===== config.mk =====
export PLATFORM = sky130hd
export DESIGN_NAME = mips32_prog_loader
export DESIGN_NICKNAME = d
export VERILOG_FILES = /design/src/rtl/mips32_prog_loader.sv
export SDC_FILE = /design/constraint.sdc
export NUM_CORES = 1
export LEC_CHECK = 0
export CORE_MARGIN = 4
export CORE_UTILIZATION = 39
export DETAILED_ROUTE_END_ITERATION = 12
export PLACE_DENSITY = 0.7
export SYNTH_ARGS = -nofsm -noshare
export SYNTH_HDL_FRONTEND = slang
export SYNTH_SLANG_ARGS = --single-unit

===== constraint.sdc =====
create_clock -name clk1 -period 6.33 [get_ports clk1]
set_input_delay 1.266 -clock clk1 [delete_from_list [all_inputs] [get_ports clk1]]
set_output_delay 1.266 -clock clk1 [all_outputs]
set_load 0.05 [all_outputs]

===== src/rtl/mips32_prog_loader.sv =====
// Host-side loader: streams a program image into instruction memory, runs the core
// until HALTED or timeout, then streams out a status header and the register file.
module mips32_prog_loader #(
  parameter int ADDR_W      = 10,
  parameter int MAX_WORDS   = 1024,
  parameter int NREG        = 32,
  parameter int RUN_TIMEOUT = 4096
) (
  input  logic              clk1,
  input  logic              rst,
  input  logic              in_valid,
  output logic              in_ready,
  input  logic [31:0]       in_data,
  input  logic              in_last,
  output logic              mem_we,
  output logic [ADDR_W-1:0] mem_addr,
  output logic [31:0]       mem_wdata,
  output logic              cpu_hold,
  output logic              cpu_start,
  input  logic              cpu_halted,
  output logic [4:0]        reg_raddr,
  input  logic [31:0]       reg_rdata,
  output logic              out_valid,
  input  logic              out_ready,
  output logic [31:0]       out_data,
  output logic              out_last,
  output logic              busy,
  output logic              done,
  output logic              error
);

  typedef enum logic [2:0] {
    S_IDLE, S_LOAD, S_START, S_RUN, S_DUMP, S_DONE, S_ERR
  } state_t;

  localparam int                RC_W    = $clog2(RUN_TIMEOUT + 1);
  localparam logic [ADDR_W-1:0] WMAX    = ADDR_W'(MAX_WORDS - 1);
  localparam logic [RC_W-1:0]   RC_LAST = RC_W'(RUN_TIMEOUT - 1);
  localparam logic [4:0]        RLAST   = 5'(NREG - 1);

  state_t              r_state, w_state_next;
  logic [ADDR_W-1:0]   r_wcount, w_wcount_next, w_waddr;
  logic [RC_W-1:0]     r_runcount, w_runcount_next;
  logic                r_tmo, w_tmo_next;
  logic                r_hdr, w_hdr_next;
  logic                r_in_ready, w_in_ready_next;
  logic                r_mem_we, w_mem_we_next;
  logic [ADDR_W-1:0]   r_mem_addr, w_mem_addr_next;
  logic [31:0]         r_mem_wdata, w_mem_wdata_next;
  logic                r_cpu_hold, w_cpu_hold_next;
  logic                r_cpu_start, w_cpu_start_next;
  logic [4:0]          r_reg_raddr, w_reg_raddr_next;
  logic                r_out_valid, w_out_valid_next;
  logic [31:0]         r_out_data, w_out_data_next;
  logic                r_out_last, w_out_last_next;
  logic                r_busy, w_busy_next;
  logic                r_done, w_done_next;
  logic                r_error, w_error_next;

  logic w_accept, w_in_hs, w_out_hs, w_run_tmo, w_next_accept;

  assign w_accept  = (r_state == S_IDLE) || (r_state == S_LOAD) || (r_state == S_DONE);
  assign w_in_hs   = in_valid & r_in_ready & w_accept;
  // A fresh load (from IDLE or DONE) always restarts at address 0.
  assign w_waddr   = (r_state == S_LOAD) ? r_wcount : '0;
  assign w_out_hs  = r_out_valid & out_ready;
  assign w_run_tmo = (r_state == S_RUN) & ~cpu_halted & (r_runcount == RC_LAST);

  always_ff @(posedge clk1) begin
    if (rst) r_state <= S_IDLE;
    else     r_state <= w_state_next;
  end

  always_comb begin
    w_state_next = r_state;
    case (r_state)
      S_IDLE, S_LOAD, S_DONE: begin
        if (w_in_hs) begin
          if (in_last)               w_state_next = S_START;
          else if (w_waddr == WMAX)  w_state_next = S_ERR;
          else                       w_state_next = S_LOAD;
        end
      end
      S_START: w_state_next = S_RUN;
      S_RUN:   if (cpu_halted || w_run_tmo) w_state_next = S_DUMP;
      S_DUMP:  if (w_out_hs && r_out_last) w_state_next = S_DONE;
      S_ERR:   w_state_next = S_ERR;
      default: w_state_next = S_IDLE;
    endcase
  end

  assign w_next_accept = (w_state_next == S_IDLE) || (w_state_next == S_LOAD) ||
                         (w_state_next == S_DONE);

  always_comb begin
    w_mem_we_next    = w_in_hs;
    w_mem_addr_next  = w_in_hs ? w_waddr : r_mem_addr;
    w_mem_wdata_next = w_in_hs ? in_data : r_mem_wdata;
    w_wcount_next    = w_in_hs ? (w_waddr + ADDR_W'(1)) : r_wcount;
    w_in_ready_next  = w_next_accept;
    w_cpu_start_next = (r_state == S_START);
    w_cpu_hold_next  = (w_state_next != S_RUN);
    w_busy_next      = !(w_next_accept && (w_state_next != S_LOAD)) && (w_state_next != S_ERR);
    w_done_next      = (w_state_next == S_DONE);
    w_error_next     = (w_state_next == S_ERR);

    w_runcount_next = r_runcount;
    if (r_state == S_START)                  w_runcount_next = '0;
    else if (r_state == S_RUN && !cpu_halted) w_runcount_next = r_runcount + RC_W'(1);

    w_tmo_next = r_tmo;
    if (w_in_hs && r_state != S_LOAD) w_tmo_next = 1'b0;
    else if (w_run_tmo)               w_tmo_next = 1'b1;

    w_out_valid_next = r_out_valid;
    w_out_data_next  = r_out_data;
    w_out_last_next  = r_out_last;
    w_reg_raddr_next = r_reg_raddr;
    w_hdr_next       = r_hdr;
    if (r_state == S_RUN && w_state_next == S_DUMP) begin
      w_out_valid_next = 1'b1;
      w_out_data_next  = {w_tmo_next, 15'b0, 16'(w_runcount_next)};
      w_out_last_next  = 1'b0;
      w_reg_raddr_next = '0;
      w_hdr_next       = 1'b1;
    end else if (r_state == S_DUMP) begin
      if (w_out_hs) begin
        if (r_out_last) begin
          w_out_valid_next = 1'b0;
          w_out_last_next  = 1'b0;
          w_reg_raddr_next = '0;
        end else if (r_hdr) begin
          // R0 is already addressed while the header is shown, so no bubble here.
          w_out_data_next = reg_rdata;
          w_out_last_next = (r_reg_raddr == RLAST);
          w_hdr_next      = 1'b0;
        end else begin
          // One idle cycle keeps reg_raddr equal to the index of the word on out_data.
          w_reg_raddr_next = r_reg_raddr + 5'd1;
          w_out_valid_next = 1'b0;
        end
      end else if (!r_out_valid) begin
        w_out_data_next  = reg_rdata;
        w_out_valid_next = 1'b1;
        w_out_last_next  = (r_reg_raddr == RLAST);
      end
    end
  end

  always_ff @(posedge clk1) begin
    if (rst) begin
      r_wcount    <= '0;
      r_runcount  <= '0;
      r_tmo       <= 1'b0;
      r_hdr       <= 1'b0;
      r_in_ready  <= 1'b0;
      r_mem_we    <= 1'b0;
      r_mem_addr  <= '0;
      r_mem_wdata <= '0;
      r_cpu_hold  <= 1'b1;
      r_cpu_start <= 1'b0;
      r_reg_raddr <= '0;
      r_out_valid <= 1'b0;
      r_out_data  <= '0;
      r_out_last  <= 1'b0;
      r_busy      <= 1'b0;
      r_done      <= 1'b0;
      r_error     <= 1'b0;
    end else begin
      r_wcount    <= w_wcount_next;
      r_runcount  <= w_runcount_next;
      r_tmo       <= w_tmo_next;
      r_hdr       <= w_hdr_next;
      r_in_ready  <= w_in_ready_next;
      r_mem_we    <= w_mem_we_next;
      r_mem_addr  <= w_mem_addr_next;
      r_mem_wdata <= w_mem_wdata_next;
      r_cpu_hold  <= w_cpu_hold_next;
      r_cpu_start <= w_cpu_start_next;
      r_reg_raddr <= w_reg_raddr_next;
      r_out_valid <= w_out_valid_next;
      r_out_data  <= w_out_data_next;
      r_out_last  <= w_out_last_next;
      r_busy      <= w_busy_next;
      r_done      <= w_done_next;
      r_error     <= w_error_next;
    end
  end

  assign in_ready  = r_in_ready;
  assign mem_we    = r_mem_we;
  assign mem_addr  = r_mem_addr;
  assign mem_wdata = r_mem_wdata;
  assign cpu_hold  = r_cpu_hold;
  assign cpu_start = r_cpu_start;
  assign reg_raddr = r_reg_raddr;
  assign out_valid = r_out_valid;
  assign out_data  = r_out_data;
  assign out_last  = r_out_last;
  assign busy      = r_busy;
  assign done      = r_done;
  assign error     = r_error;

endmodule


==> impl_results.md, run 1 <==
- Later-pin clock latency in the skew report: 0.41 ns
- Hold buffer count at CTS: 0
- Site row count: 39
- Worst EP required: between 6 and 7 ns
- Setup TNS: 0 ns
- Area growth syn-to-layout: 46.76%
- CTS H-tree depth: 4
- Leak: 0.002423 uW
- Nets: roughly 800
- R2R Path End: in_ready
- First-pass GRT wire length: about 22 mm
- Final hold violation count: 0
- Hold Path Origin: mem_wdata[30]
- Critical R2R Launch: r_state[0]
- IO Pins: 158
- DRC: 0
- Post-CTS Resized: 0
- Routed vias/inst: 5.141
- Gate power share: 10.4%
- Final setup vio count: 0
- Port bufs: about 160
- Largest net degree at the start of global routing: 90
- Post-synthesis net count: 663
- FF-to-FF path depth: 8
- Peak supply drop: 207.2 uV
- GP Congestion: 0.8069
- Most frequent cells in the layout: nand2_1 (160), clkdlybuf4s50_1 (156), dfxtp_1 (116)
- Clock network power share: 49.8%
- Period utilization: 50.81%
- Asr flop ratio synth: 0%
- DR WL/cell: 14.94 um
- Hold WC Path Type: reg2reg
- Gate Count Post-Synth: just under 600
- GRT Total Usage: 19.02%
- Final Routed Wirelength: 13.17 mm
- Dominant synthesized flop cell: dfxtp_1
- Max Cap Viol: 0
- Crit path arrival time: 3.53 ns
- Power Internal: between 1000 and 1500 uW
- Chip Height: 118.1 um
- Root Driver: clkbuf_16
- Remaining antenna violation count: 0
- Switching Fraction: 22.65%
- Sw Pwr: 432.6 uW
- Top post-synthesis cells by area: dfxtp_1 (49%), nand2_1 (13%), a21oi_1 (9.2%)
- Area share of the largest cell type after synthesis: 49.09%
- Initial DRC Count: 299
- Critical path endpoint category: register
- Worst-Margin Slew: ~0.96 ns
- Worst rel slew slack: 35.89%
- Initial antenna violation count: 0
- Core ar.: ~12,000 sq um
- Min Tclk post-route: 3.216 ns
- Worst R2R Setup Slack: 3.63 ns
- Yosys warnings: 0
- Yosys reg bits: around 120
- Syn_area_per_cell: 8.032 sq um
- Pwr Density: 275.1 nW/um^2
- Hpwl dp: 9.254 mm
- CTS tree: yes
- Remaining Overflow, GRT: 0
- Post-synth top area cell: dfxtp_1
- Share of layout cells above drive strength 1: between 5 and 6%
- Full die area: 13,960 sq um
- Postcts setup bufs: 0
- Die Wd: approximately 120 um
- Number of global-route vias before repair: 4,310
- Pre-CTS WS: 2.640 ns
- Drt pass-1 iters: 4
- CTS max path bufs: 2
- Via count: 4,529
- Hold EP: mem_wdata[30]
- Reg clk slew, reported paths: about 0.050 ns
- Post-Syn Area: 4731 sq um
- Diodes inserted: 0
- Slew Limit Fails: 0
- Critical path type: in2reg
- RSZ-0062 raised after global routing: no
- Clock skew: approximately 0.0063 ns
- Worst setup slack after layout: 3.114 ns
- Setup crit start kind: primary input
- Max Fclk: approximately 310 MHz
- Yosys cell types: 51
- Status: finished, final reports clean
- Seq/Total Area, Yosys: about half
- Commonest non-fill, non-tap cell in the layout: nand2_1
- TritonCTS Buffers: 17
- Hold path cells: 2
- Critical-path maximum fanout: 24
- Post-synth EDFFs: 0
- Initial Utilization: between 40% and 50%
- Num Clock Sinks: 116
- Reg power frac: 39.9%
## metal layers
layer	vias to the layer above	GRT usage [%]	routed length (um)
met5	-	0	0
met4	0	6.886	263
met3	20	7.450	993
met2	145	29.08	5968
met1	2058	24.45	5940
li1	2306	-	-
## cell usage after synthesis, types with 4 or more instances
library cell / n
a211oi_1: 7
a21oi_1: 87
a221oi_1: 8
and2_1: 5
buf_2: 9
clkbuf_1: 30
dfxtp_1: 116
ha_1: 4
inv_1: 4
nand2_1: 160
nand3_1: 14
nand3b_1: 4
nand4_1: 7
nor2_1: 30
nor2b_1: 7
nor3_1: 8
nor4_1: 4
o21ai_0: 18
or3_1: 6
xnor2_1: 5
xor2_1: 7
## logic make-up (layout without fill, tap and decap cells)
family	after synthesis	in the layout	synth area share, %
fa+ha+maj	4	4	1.058
simple gates	267	267	25.97
mux	2	2	0.4232
compound gates	141	141	17.24
flops	116	116	49.09
xor+xnor	12	12	2.222
buf+inv	47	196	3.993
## critical path, stage by stage
cell and delay, ns:
clkdlybuf4s50_1 0.46, o211ai_1 0.74, nand2b_1 0.71, nor3b_1 0.35
## worst max path at each step
stage	from	endpoint	slack, ns	cells after the start
global placement	cpu_halted	reg_raddr[3]	2.77	4
finish	cpu_halted	reg_raddr[3]	3.11	4
CTS	cpu_halted	reg_raddr[3]	3.11	4
detailed placement	cpu_halted	reg_raddr[3]	2.64	4
floorplan	r_state[0]	error	3.63	11
global route	cpu_halted	out_data[15]	2.81	4
## power by group through the flow
stage          logic, uW  registers (uW)  clock network, uW
3_5_place_dp         198             776                  0
2_1_floorplan       60.1             825                  0
4_1_cts              199             761                972
6_report             198             761                950
5_1_grt              212             763               1010
3_3_place_gp         196             775                  0
## registers in the layout (all words and copies together) (netlist names), 3 cells and up
signal      cells
r_state         3
out_data       32
mem_wdata      32
r_wcount       10
r_runcount     13
reg_raddr       5
mem_addr       10
## layout make-up
cell class | instances | area [sq um]
Sequential cell | 116 | 2322
Fill cell | 1035 | 4720
Tap cell | 143 | 178.9
Inverter | 4 | 15.01
Multi-Input combinational cell | 426 | 2225
Timing Repair Buffer | 162 | 1604
Clock buffer | 27 | 533.0
Clock inverter | 3 | 65.06
## per-stage QoR
step,hold WS (ns),util (%),total power [uW],area [sq um],std cells
2_1_floorplan,0.4453,-,885.0,4731,589
3_3_place_gp,0.4420,54.40,971.5,6345,851
3_5_place_dp,0.4434,54.40,974.3,6345,851
4_1_cts,0.4530,59.53,1933,6943,881
5_1_grt,0.4674,59.53,1985,6943,881
6_report,0.4508,59.53,1910,6943,881
Power figures use the tool's default switching activity.
==> run 2, diff against run 1 <==
- clock period: 6.33 -> 3.1 ns (I/O delays scaled with it)
==> run 2 against run 1 <==
- utilization down 0.11 points
- sequential power is 100% higher
- wire length is 0.67% higher
- sequential share of layout area rose by 0.060 points
- via count up 1.9%
- global-route usage barely moved
- combinational power increased by 110%
- critical path type is now reg2reg
==> impl_results.md, run 2 (synthesis gave the netlist of run 1 again) <==
- CTS max path bufs: 2
- Number of global-route vias before repair: 4,526
- GP Congestion: 0.8436
- Largest net degree at the start of global routing: 55
- Nets: 808
- Worst rel slew slack: 58.25%
- Critical-path maximum fanout: 13
- Postcts setup bufs: 0
- Period utilization: 86.48%
- Hpwl dp: about 9.5 mm
- Max Fclk: 373.0 MHz
- Final Routed Wirelength: 13.25 mm
- Core ar.: 11,660 sq um
- Initial DRC Count: ~300
- Area growth syn-to-layout: 46.50%
- Critical path type: reg2reg
- Slew Limit Fails: 0
- Site row count: 39
- Status: finished, final reports clean
- Leak: 0.002430 uW
- Final setup vio count: 0
- Share of layout cells above drive strength 1: 6.720%
- Min Tclk post-route: about 2.7 ns
- Max Cap Viol: 0
- Clock skew: 0.008326 ns
- Drt pass-1 iters: 5
- Initial antenna violation count: 0
- Reg clk slew, reported paths: 0.05 ns
- CP peak stage delay: 0.49 ns
- Fin Hold WS: 0.4529 ns
- Critical path endpoint category: register
- Num Clock Sinks: 116
- Worst R2R Setup Slack: roughly 0.42 ns
- Full die area: between 10,000 and 15,000 sq um
- Routed vias/inst: 5.204
- Filler Cells Inserted: 1,042
- IO Pins: around 160
- Pwr Density: about 540 nW/um^2
- RSZ-0062 raised after global routing: no
- Most frequent cells in the layout: nand2_1 (160), clkdlybuf4s50_1 (156), dfxtp_1 (116)
- DRC: 0
- Switching Fraction: 23.89%
- Setup TNS: 0 ns
- Hold WC Path Type: reg2reg
- Diodes inserted: 0
- DR WL/cell: 14.94 um
- Root Driver: clkbuf_16
- Peak supply drop: 318.7 uV
- Later-pin clock latency in the skew report: 0.40 ns
- Remaining Overflow, GRT: 0
- Critical-path top delay cell: nor3b_1
- Hold buffer count at CTS: 0
- Setup crit start kind: register
- Worst EP required: 3.43 ns
- First-pass GRT wire length: 22.14 mm
- Post-CTS Resized: 0
- Crit path arrival time: approximately 3.0 ns
- Reg power frac: 41.5%
- Clock network power share: a little under half
- Chip Height: 118.1 um
- Cell Chain, Critical Path: nor3b_1, and2_1, ha_1, and3_1, nand2_1, o41a_1, a211o_1, a21oi_1
- Final hold violation count: 0
- Port bufs: 157
- CTS tree: yes
- GRT Total Usage: 18.98%
- TritonCTS Buffers: 17
- Gate power share: 11.1%
- Via count: ~4,600
- Power Internal: approximately 2800 uW
- Remaining antenna violation count: 0
- CTS H-tree depth: 4
- Die Wd: 118.1 um
- Initial Utilization: 40.56%
- Worst-Margin Slew: between 0.6 and 0.7 ns
- Sw Pwr: 891.6 uW
- Commonest non-fill, non-tap cell in the layout: nand2_1
[run 2: path summary, 6_finish.rpt]
kind	startpoint	end	cells past startpoint
max	r_state[2]	busy	8
min	out_data[14]	out_data[14]	2
max reg2reg	r_state[2]	busy	8
min reg2reg	out_data[14]	out_data[14]	2
[run 2: power groups by stage]
stage / sequential [uW] / clock (uW) / combinational [uW]
final: 1550 / 1770 / 415
after global routing: 1550 / 1880 / 444
after CTS: 1550 / 1810 / 418
after detailed placement: 1580 / 0 / 416
after global placement: 1580 / 0 / 412
after floorplan: 1680 / 0 / 123
[run 2: area by class of cell]
class                   instances  area [sq um]  area share [%]
well taps                     143         178.9           2.582
repair buffers                169          1657           23.90
inverters                       4         15.01          0.2166
clock inverters                 6         55.05          0.7944
multi-input cells             426          2225           32.10
clock buffers                  23         478.0           6.897
flip-flops and latches        116          2322           33.51
[run 2: critical path, delay by kind of cell, from the launching register on]
kind | cells | cell delay [ns]
adder cells (fa/ha/maj) | 1 | 0.22
AO/OA/AOI/OAI | 3 | 0.88
AND/OR/NAND/NOR | 4 | 1.12
flip-flops | 1 | 0.39
[run 2: layer usage]
layer  global-route usage (%)  vias up  routed length [um]
met2                    31.23      158                6149
met1                    23.25     2128                5908
li1                         -     2312                   -
met4                    6.593        0                 268
met3                    6.447       18                 927
met5                        0        -                   0
[run 2: per-stage QoR]
step | worst slack [ns] | total power, uW | std cells | utilization [%] | instance area (sq um)
finish | 0.4190 | 3733 | 887 | 59.43 | 6930
global route | 0.1965 | 3872 | 887 | 59.43 | 6930
CTS | 0.4283 | 3772 | 887 | 59.43 | 6930
detailed placement | 0.4162 | 1995 | 858 | 54.85 | 6397
global placement | 0.4984 | 1989 | 858 | 54.85 | 6397
floorplan | 0.4033 | 1807 | 589 | - | 4731
==> run 3, diff against run 2 <==
- SLEW_MARGIN: default -> 20
==> results of run 3 <==
Same layout as run 2: the final DEF is identical, and so are final timing and power.
